<file path="src/rtl/serial_adder.sv">
// serial_adder
//   Bit-serial adder: computes A + B + c_In over WIDTH clock cycles, one bit
//   per cycle, LSB first, using a single full_adder cell and a registered
//   carry between bit slices.
//
// Ports
//   clk        in   clock, all state updates on the rising edge
//   rst        in   synchronous active-high reset
//   in_valid   in   A, B, c_In are valid
//   in_ready   out  block can accept operands (IDLE)
//   A, B       in   WIDTH-bit operands, sampled only at the accept edge
//   c_In       in   carry into bit 0, sampled only at the accept edge
//   out_valid  out  sum / c_Out hold a completed result (DONE)
//   out_ready  in   downstream accepts the result
//   sum        out  A+B+c_In modulo 2^WIDTH (dedicated output register)
//   c_Out      out  carry out of bit WIDTH-1 (dedicated output register)

// One-bit full adder cell.
module full_adder (
  input  logic a,
  input  logic b,
  input  logic ci,
  output logic s,
  output logic co
);
  assign s  = a ^ b ^ ci;
  assign co = (a & b) | (ci & (a ^ b));
endmodule

module serial_adder #(
  parameter int WIDTH = 8
) (
  input  logic             clk,
  input  logic             rst,
  input  logic             in_valid,
  output logic             in_ready,
  input  logic [WIDTH-1:0] A,
  input  logic [WIDTH-1:0] B,
  input  logic             c_In,
  output logic             out_valid,
  input  logic             out_ready,
  output logic [WIDTH-1:0] sum,
  output logic             c_Out
);

  localparam int CNT_W = (WIDTH > 1) ? $clog2(WIDTH) : 1;
  localparam logic [CNT_W-1:0] CNT_LAST = CNT_W'(WIDTH - 1);

  typedef enum logic [1:0] {IDLE, RUN, DONE} state_t;

  state_t             state_q, state_d;
  logic [WIDTH-1:0]   a_sh_q, a_sh_d;
  logic [WIDTH-1:0]   b_sh_q, b_sh_d;
  logic [WIDTH-1:0]   s_sh_q, s_sh_d;
  logic               carry_q, carry_d;
  logic [CNT_W-1:0]   cnt_q, cnt_d;
  logic [WIDTH-1:0]   sum_q, sum_d;
  logic               c_out_q, c_out_d;

  logic               fa_s;
  logic               fa_co;
  logic [WIDTH-1:0]   s_shift;

  // The only adder cell in the block.
  full_adder u_fa (
    .a  (a_sh_q[0]),
    .b  (b_sh_q[0]),
    .ci (carry_q),
    .s  (fa_s),
    .co (fa_co)
  );

  // New sum bit enters at the MSB while earlier bits move toward the LSB.
  // Written as shift/or so it also holds for WIDTH=1 (s_sh >> 1 is then 0).
  assign s_shift = (s_sh_q >> 1) | (WIDTH'(fa_s) << (WIDTH - 1));

  always_comb begin
    state_d = state_q;
    a_sh_d  = a_sh_q;
    b_sh_d  = b_sh_q;
    s_sh_d  = s_sh_q;
    carry_d = carry_q;
    cnt_d   = cnt_q;
    sum_d   = sum_q;
    c_out_d = c_out_q;
    case (state_q)
      IDLE: begin
        if (in_valid) begin
          a_sh_d  = A;
          b_sh_d  = B;
          carry_d = c_In;
          cnt_d   = '0;
          state_d = RUN;
        end
      end
      RUN: begin
        s_sh_d  = s_shift;
        a_sh_d  = a_sh_q >> 1;
        b_sh_d  = b_sh_q >> 1;
        carry_d = fa_co;
        cnt_d   = cnt_q + CNT_W'(1);
        if (cnt_q == CNT_LAST) begin
          // Final slice: capture the complete result including this bit.
          sum_d   = s_shift;
          c_out_d = fa_co;
          state_d = DONE;
        end
      end
      DONE: begin
        // in_valid is deliberately ignored here; no accept on retirement.
        if (out_ready) begin
          state_d = IDLE;
        end
      end
      default: state_d = IDLE;
    endcase
  end

  always_ff @(posedge clk) begin
    if (rst) begin
      state_q <= IDLE;
      a_sh_q  <= '0;
      b_sh_q  <= '0;
      s_sh_q  <= '0;
      carry_q <= 1'b0;
      cnt_q   <= '0;
      sum_q   <= '0;
      c_out_q <= 1'b0;
    end else begin
      state_q <= state_d;
      a_sh_q  <= a_sh_d;
      b_sh_q  <= b_sh_d;
      s_sh_q  <= s_sh_d;
      carry_q <= carry_d;
      cnt_q   <= cnt_d;
      sum_q   <= sum_d;
      c_out_q <= c_out_d;
    end
  end

  // Handshake flags decode straight from the state register.
  assign in_ready  = (state_q == IDLE);
  assign out_valid = (state_q == DONE);
  assign sum       = sum_q;
  assign c_Out     = c_out_q;

endmodule

</file>
<file path="config.mk">
export PLATFORM = sky130hd
export DESIGN_NAME = serial_adder
export DESIGN_NICKNAME = d
export VERILOG_FILES = /design/src/rtl/serial_adder.sv
export SDC_FILE = /design/constraint.sdc
export NUM_CORES = 1
export LEC_CHECK = 0
export ABC_CLOCK_PERIOD_IN_PS = 1800
export BUFFER_PORTS_ARGS = -buffer_cell sky130_fd_sc_hd__buf_2
export CAP_MARGIN = 25
export CORE_ASPECT_RATIO = 1.2
export CORE_UTILIZATION = 45
export CTS_CLUSTER_DIAMETER = 60
export CTS_CLUSTER_SIZE = 12
export DETAILED_ROUTE_END_ITERATION = 16
export PLACE_DENSITY_LB_ADDON = 0.15
export SLEW_MARGIN = 20
export SYNTH_ARGS = -nofsm -noshare
export SYNTH_HDL_FRONTEND = slang
export SYNTH_SLANG_ARGS = --single-unit
</file>
<file path="constraint.sdc">
create_clock -name clk -period 1.8 [get_ports clk]
set_clock_uncertainty 0.2 [all_clocks]
set_input_delay 0.27 -clock clk [delete_from_list [all_inputs] [get_ports clk]]
set_output_delay 0.27 -clock clk [all_outputs]
set_load 0.01 [all_outputs]
</file>
Word-level counts from Yosys, hierarchy flattened:

Cells that the tools add are included.

* bits in registers: 39
* output and inout bits: 11
* logic and storage cells: 38

* add/subtract/negate cells: 1
* equal/unequal tests: 6
* multiplexer cells: 12
* bitwise logic cells: 6
* reductions and logical operators: 5

Operators with widths (count)
* $pmux 8 s2: 2
* $mux 8: 2
* $or 7x8->8: 1
* $mux 2: 3
* $pmux 2 s3: 1
* $pmux 3 s2: 1
* $ne 2x2->1 const B: 2
* $reduce_and 2->1: 2
* $add 3x1->3 const B: 1
* $eq 3x3->1 const B: 1
* $mux 3: 1
* $reduce_and 3->1: 1
* $and 1x1->1: 2
* $eq 2x1->1 const B: 1
* $eq 2x2->1 const B: 1
* $logic_not 2->1: 1
* $ne 2x1->1 const B: 1
* $pmux 1 s2: 1
* $reduce_bool 2->1: 1
* $xor 1x1->1: 2
* $mux 1: 1
* $or 1x1->1: 1

Longest topological paths before layout:

* depth in word-level cells: 4
* mapped depth: 6
* gate-level depth less buffers: 5

Hierarchy:

A second synthesis with hierarchy kept.

* cell total of the unflattened synthesis: 169
* area total of the unflattened synthesis: 1594.0 sq um

By module, submodules not included
* serial_adder: instances 1, cells an instance 168, area each 1574.0 sq um, seq. area each 760.7 sq um
* full_adder: instances 1, cells an instance 1, area each 20.0 sq um, seq. area each 0.0 sq um

Worst setup path before layout:

OpenSTA, ideal clock, no wires.

* path type: flip-flop to flip-flop
* start: register cnt_q[0]
* end: register c_out_q (netlist: c_Out)
* library setup time: 0.128 ns
* arrival: 1.295 ns
* required time: 1.472 ns
* slack: 0.178 ns
* stages on the path, launching flop included: 7
* cell sequence: dfxtp_1 ha_1 ha_1 clkbuf_1 nand3b_2 mux2i_1 nor2_1

* cells in the longest elaborated chain, start to end: 2

Ends and longest elaborated chain
* start, declared: line 56 `logic [CNT_W-1:0] cnt_q, cnt_d;`
* start signal, assigned: line 135 `cnt_q <= cnt_d;`
* $eq 3x3->1: line 102 `if (cnt_q == CNT_LAST) begin`
* $reduce_and 2->1 (no source line)
* end signal, assigned: line 137 `c_out_q <= c_out_d;`
* end, declared: line 58 `logic c_out_q, c_out_d;`

Every way passes these cells.
A chain may end at the register's enable or synchronous reset.

Worst setup path after layout:

* start: register state_q[1]
* end: output out_valid

* cells in the longest elaborated chain, start to end: 1

Ends and longest elaborated chain
* start, declared: line 51 `state_t state_q, state_d;`
* start signal, assigned: line 130 `state_q <= state_d;`
* $eq 2x2->1: line 143 `assign out_valid = (state_q == DONE);`
* end, declared: line 40 `output logic out_valid,`

Every way passes these cells.

==> results.cfg <==
[outcome]
status = finished clean

[finish]
diodes = 0
layout_common_cells = 38 x dfxtp_1, 31 x buf_2, 22 x nand2_1
fin_area_sq_mm = 0.00187
finish.cell_count_without_fillers = 238
drive_above_1_share_pct = 29.9
nNetsFinal = 224
final_common_cell = dfxtp_1
area_growth_syn_to_layout_pct = 16.8

[placed_design]
hpwl_mm = 2.06
numPortBuffers = 31
dp.cells = 230
dpl_cell_area_sq_mm = 0.00176
place_congestion = 0.690

[timing]
relSlewSlack_pct = 72.4
fin_crit_sh_pct = 90.2
rsz0062_at_grt = false
setup-tns-final_ps = 0
setup_viol = 0
period_needed_ps = 1620
worst_pin_slew_ps = 413
max_freq_mhz = 616
drv_slew = 0
whs_ps = 43.2
finalHoldViolations = 0

[logic_synthesis]
synth_area_per_cell_sq_um = 9.48
synth_compound_area_share_pct = 25.1
synth_top_family_by_area = compound AO/OA/AOI/OAI gates
synth.distinct_cells = 26
yosysTopAreaCellShare_pct = 47.5
muxShareOfSynthArea_pct = 1.87
yosysTopAreaCell = dfxtp_1
synth-seq-cells = 38
synth_adder_area_share_pct = 2.81
yosys_warnings = 0
synth_cells = 169
synth_area_sq_mm = 0.00160
ys_seq_area_share_pct = 47.5
synthTopCellsByArea = dfxtp_1 47%, o221a_1 9.1%, a21oi_1 6.6%
synth-xor-area-share_pct = 0
synth_simple_gate_area_share_pct = 13.3
syn_nets = 193

[route]
viasPerCell = 5.33
routed_wl_mm = 3.11
drt_iter0_markers = 21
dr.pass1.iters = 4
drcViolationCount = 0
wire_per_inst_microns = 13.1
postRouteAntennaNets = 0
vias = 1268

[global_route]
antenna_found_initial = 0
grt_pass1_wl_mm = 5.40
grt_usage_pct = 18.4
grt-ovfl-total = 0
grt_pass1_vias = 1216
grt_max_degree = 34

[worst_setup_path]
critical_path_class = reg -> out
r2r_slack_ps = 300
r2r_cells = 3
cp-end-kind = primary output
r2r-start = state_q[1]
arrival_ps = 1150
crit_start = state_q[1]
r2r_end = b_sh_q[2]
crit_fanout = 8
worstSetupStartpointType = flop
worst_ep_required_time_ps = 1330

[min_path]
holdPathEnd = state_q[1]
min_path_type = in -> reg
hp-start = out_ready
min_path_cells = 3

[clock_network]
h-tree-depth = 2
clk_latency_ps = 290
post_cts_resized = 0
cts_buffers = 5
cts.sinks = 38
cts_buffer_depth = 2
post_cts_buffers = 0
cts-hold-fix-buffers = 0
cts_root_buf = clkbuf_8
clk_pin_slew_ps = 80
tritoncts = done

[die]
die_x_microns = 56.5
io_pins = 32
core_area_sq_mm = 0.00337
initial_core_util_pct = 47.6
row_count = 23
die-height_microns = 67.4
die_area_sq_mm = 0.00381

[power_and_ir_drop]
p_leak_nw = 0.760
p_per_area_mw_per_mm2 = 960
vdd_drop_max_mv = 0.658

[run]
cap_violations = 0
cells in the mapped netlist:
library cell / number
nor3_1: 1
a22oi_1: 2
buf_6: 5
a21oi_1: 21
nor2b_4: 1
o21bai_1: 1
a32oi_1: 2
inv_1: 16
buf_2: 1
o221a_1: 13
fa_1: 1
nand3_1: 8
o221a_2: 2
nand2_1: 22
mux2i_1: 3
nor2_2: 1
nand2_2: 1
nand3b_2: 1
dfxtp_1: 38
nor2_1: 8
buf_4: 2
a21oi_2: 10
clkbuf_1: 4
nand2b_1: 2
ha_1: 2
nor2b_1: 1
per-stage QoR:
step           setup WS [ps]  total power [mW]  utilization (%)
5_1_grt                  103              1.88             55.6
2_1_floorplan            178              1.07                -
3_5_place_dp             283              1.11             52.4
3_3_place_gp             334              1.11             52.4
4_1_cts                  171              1.82             55.6
6_report                 176              1.80             55.6
kinds of logic (layout without fill, tap and decap cells):
logic type                 after synthesis  after routing
muxes                                    3              3
and+or+nand+nor                         46             46
AOI/OAI and AO/OA                       51             51
buffers and inverters                   28             60
adders and majority gates                3              3
DFF                                     38             38
where the power goes:
group	switching (mW)	internal, mW	leakage [nW]
clock network	0.296	0.408	0.0579
logic	0.0982	0.0857	0.391
registers	0.0282	0.881	0.311
total	0.423	1.37	0.760
metal layers:
metal,up-vias,GRT usage [%],routed length (microns)
met5,-,0,0
met4,0,9.15,58
met3,7,3.45,116
met2,31,31.8,1510
met1,586,22.0,1430
li1,644,-,-
cell type report:
cell class | instances | area, sq um
Sequential cell | 38 | 761
Timing Repair Buffer | 36 | 205
Multi-Input combinational cell | 103 | 691
Fill cell | 324 | 1500
Clock inverter | 3 | 40.0
Clock buffer | 5 | 68.8
Tap cell | 37 | 46.3
Inverter | 16 | 60.1
worst max-delay path, cell delays in order (launching register included):
cell,delay (ps)
dfxtp_1,510
nor2b_1,210
buf_2,150
worst max path at each step:
| stage | to | slack (ps) |
|---|---|---|
| global route | out_valid | 100 |
| global placement | c_Out | 330 |
| detailed placement | c_Out | 280 |
| CTS | out_valid | 170 |
| finish | out_valid | 180 |
| floorplan | c_Out | 180 |
state kept, by name, indices dropped and copies added (netlist names):
signal	cells
cnt_q	3
b_sh_q	8
state_q	2
a_sh_q	8
s_sh_q	7
sum	8
carry_q	1
c_Out	1
Power figures use the tool's default switching activity.
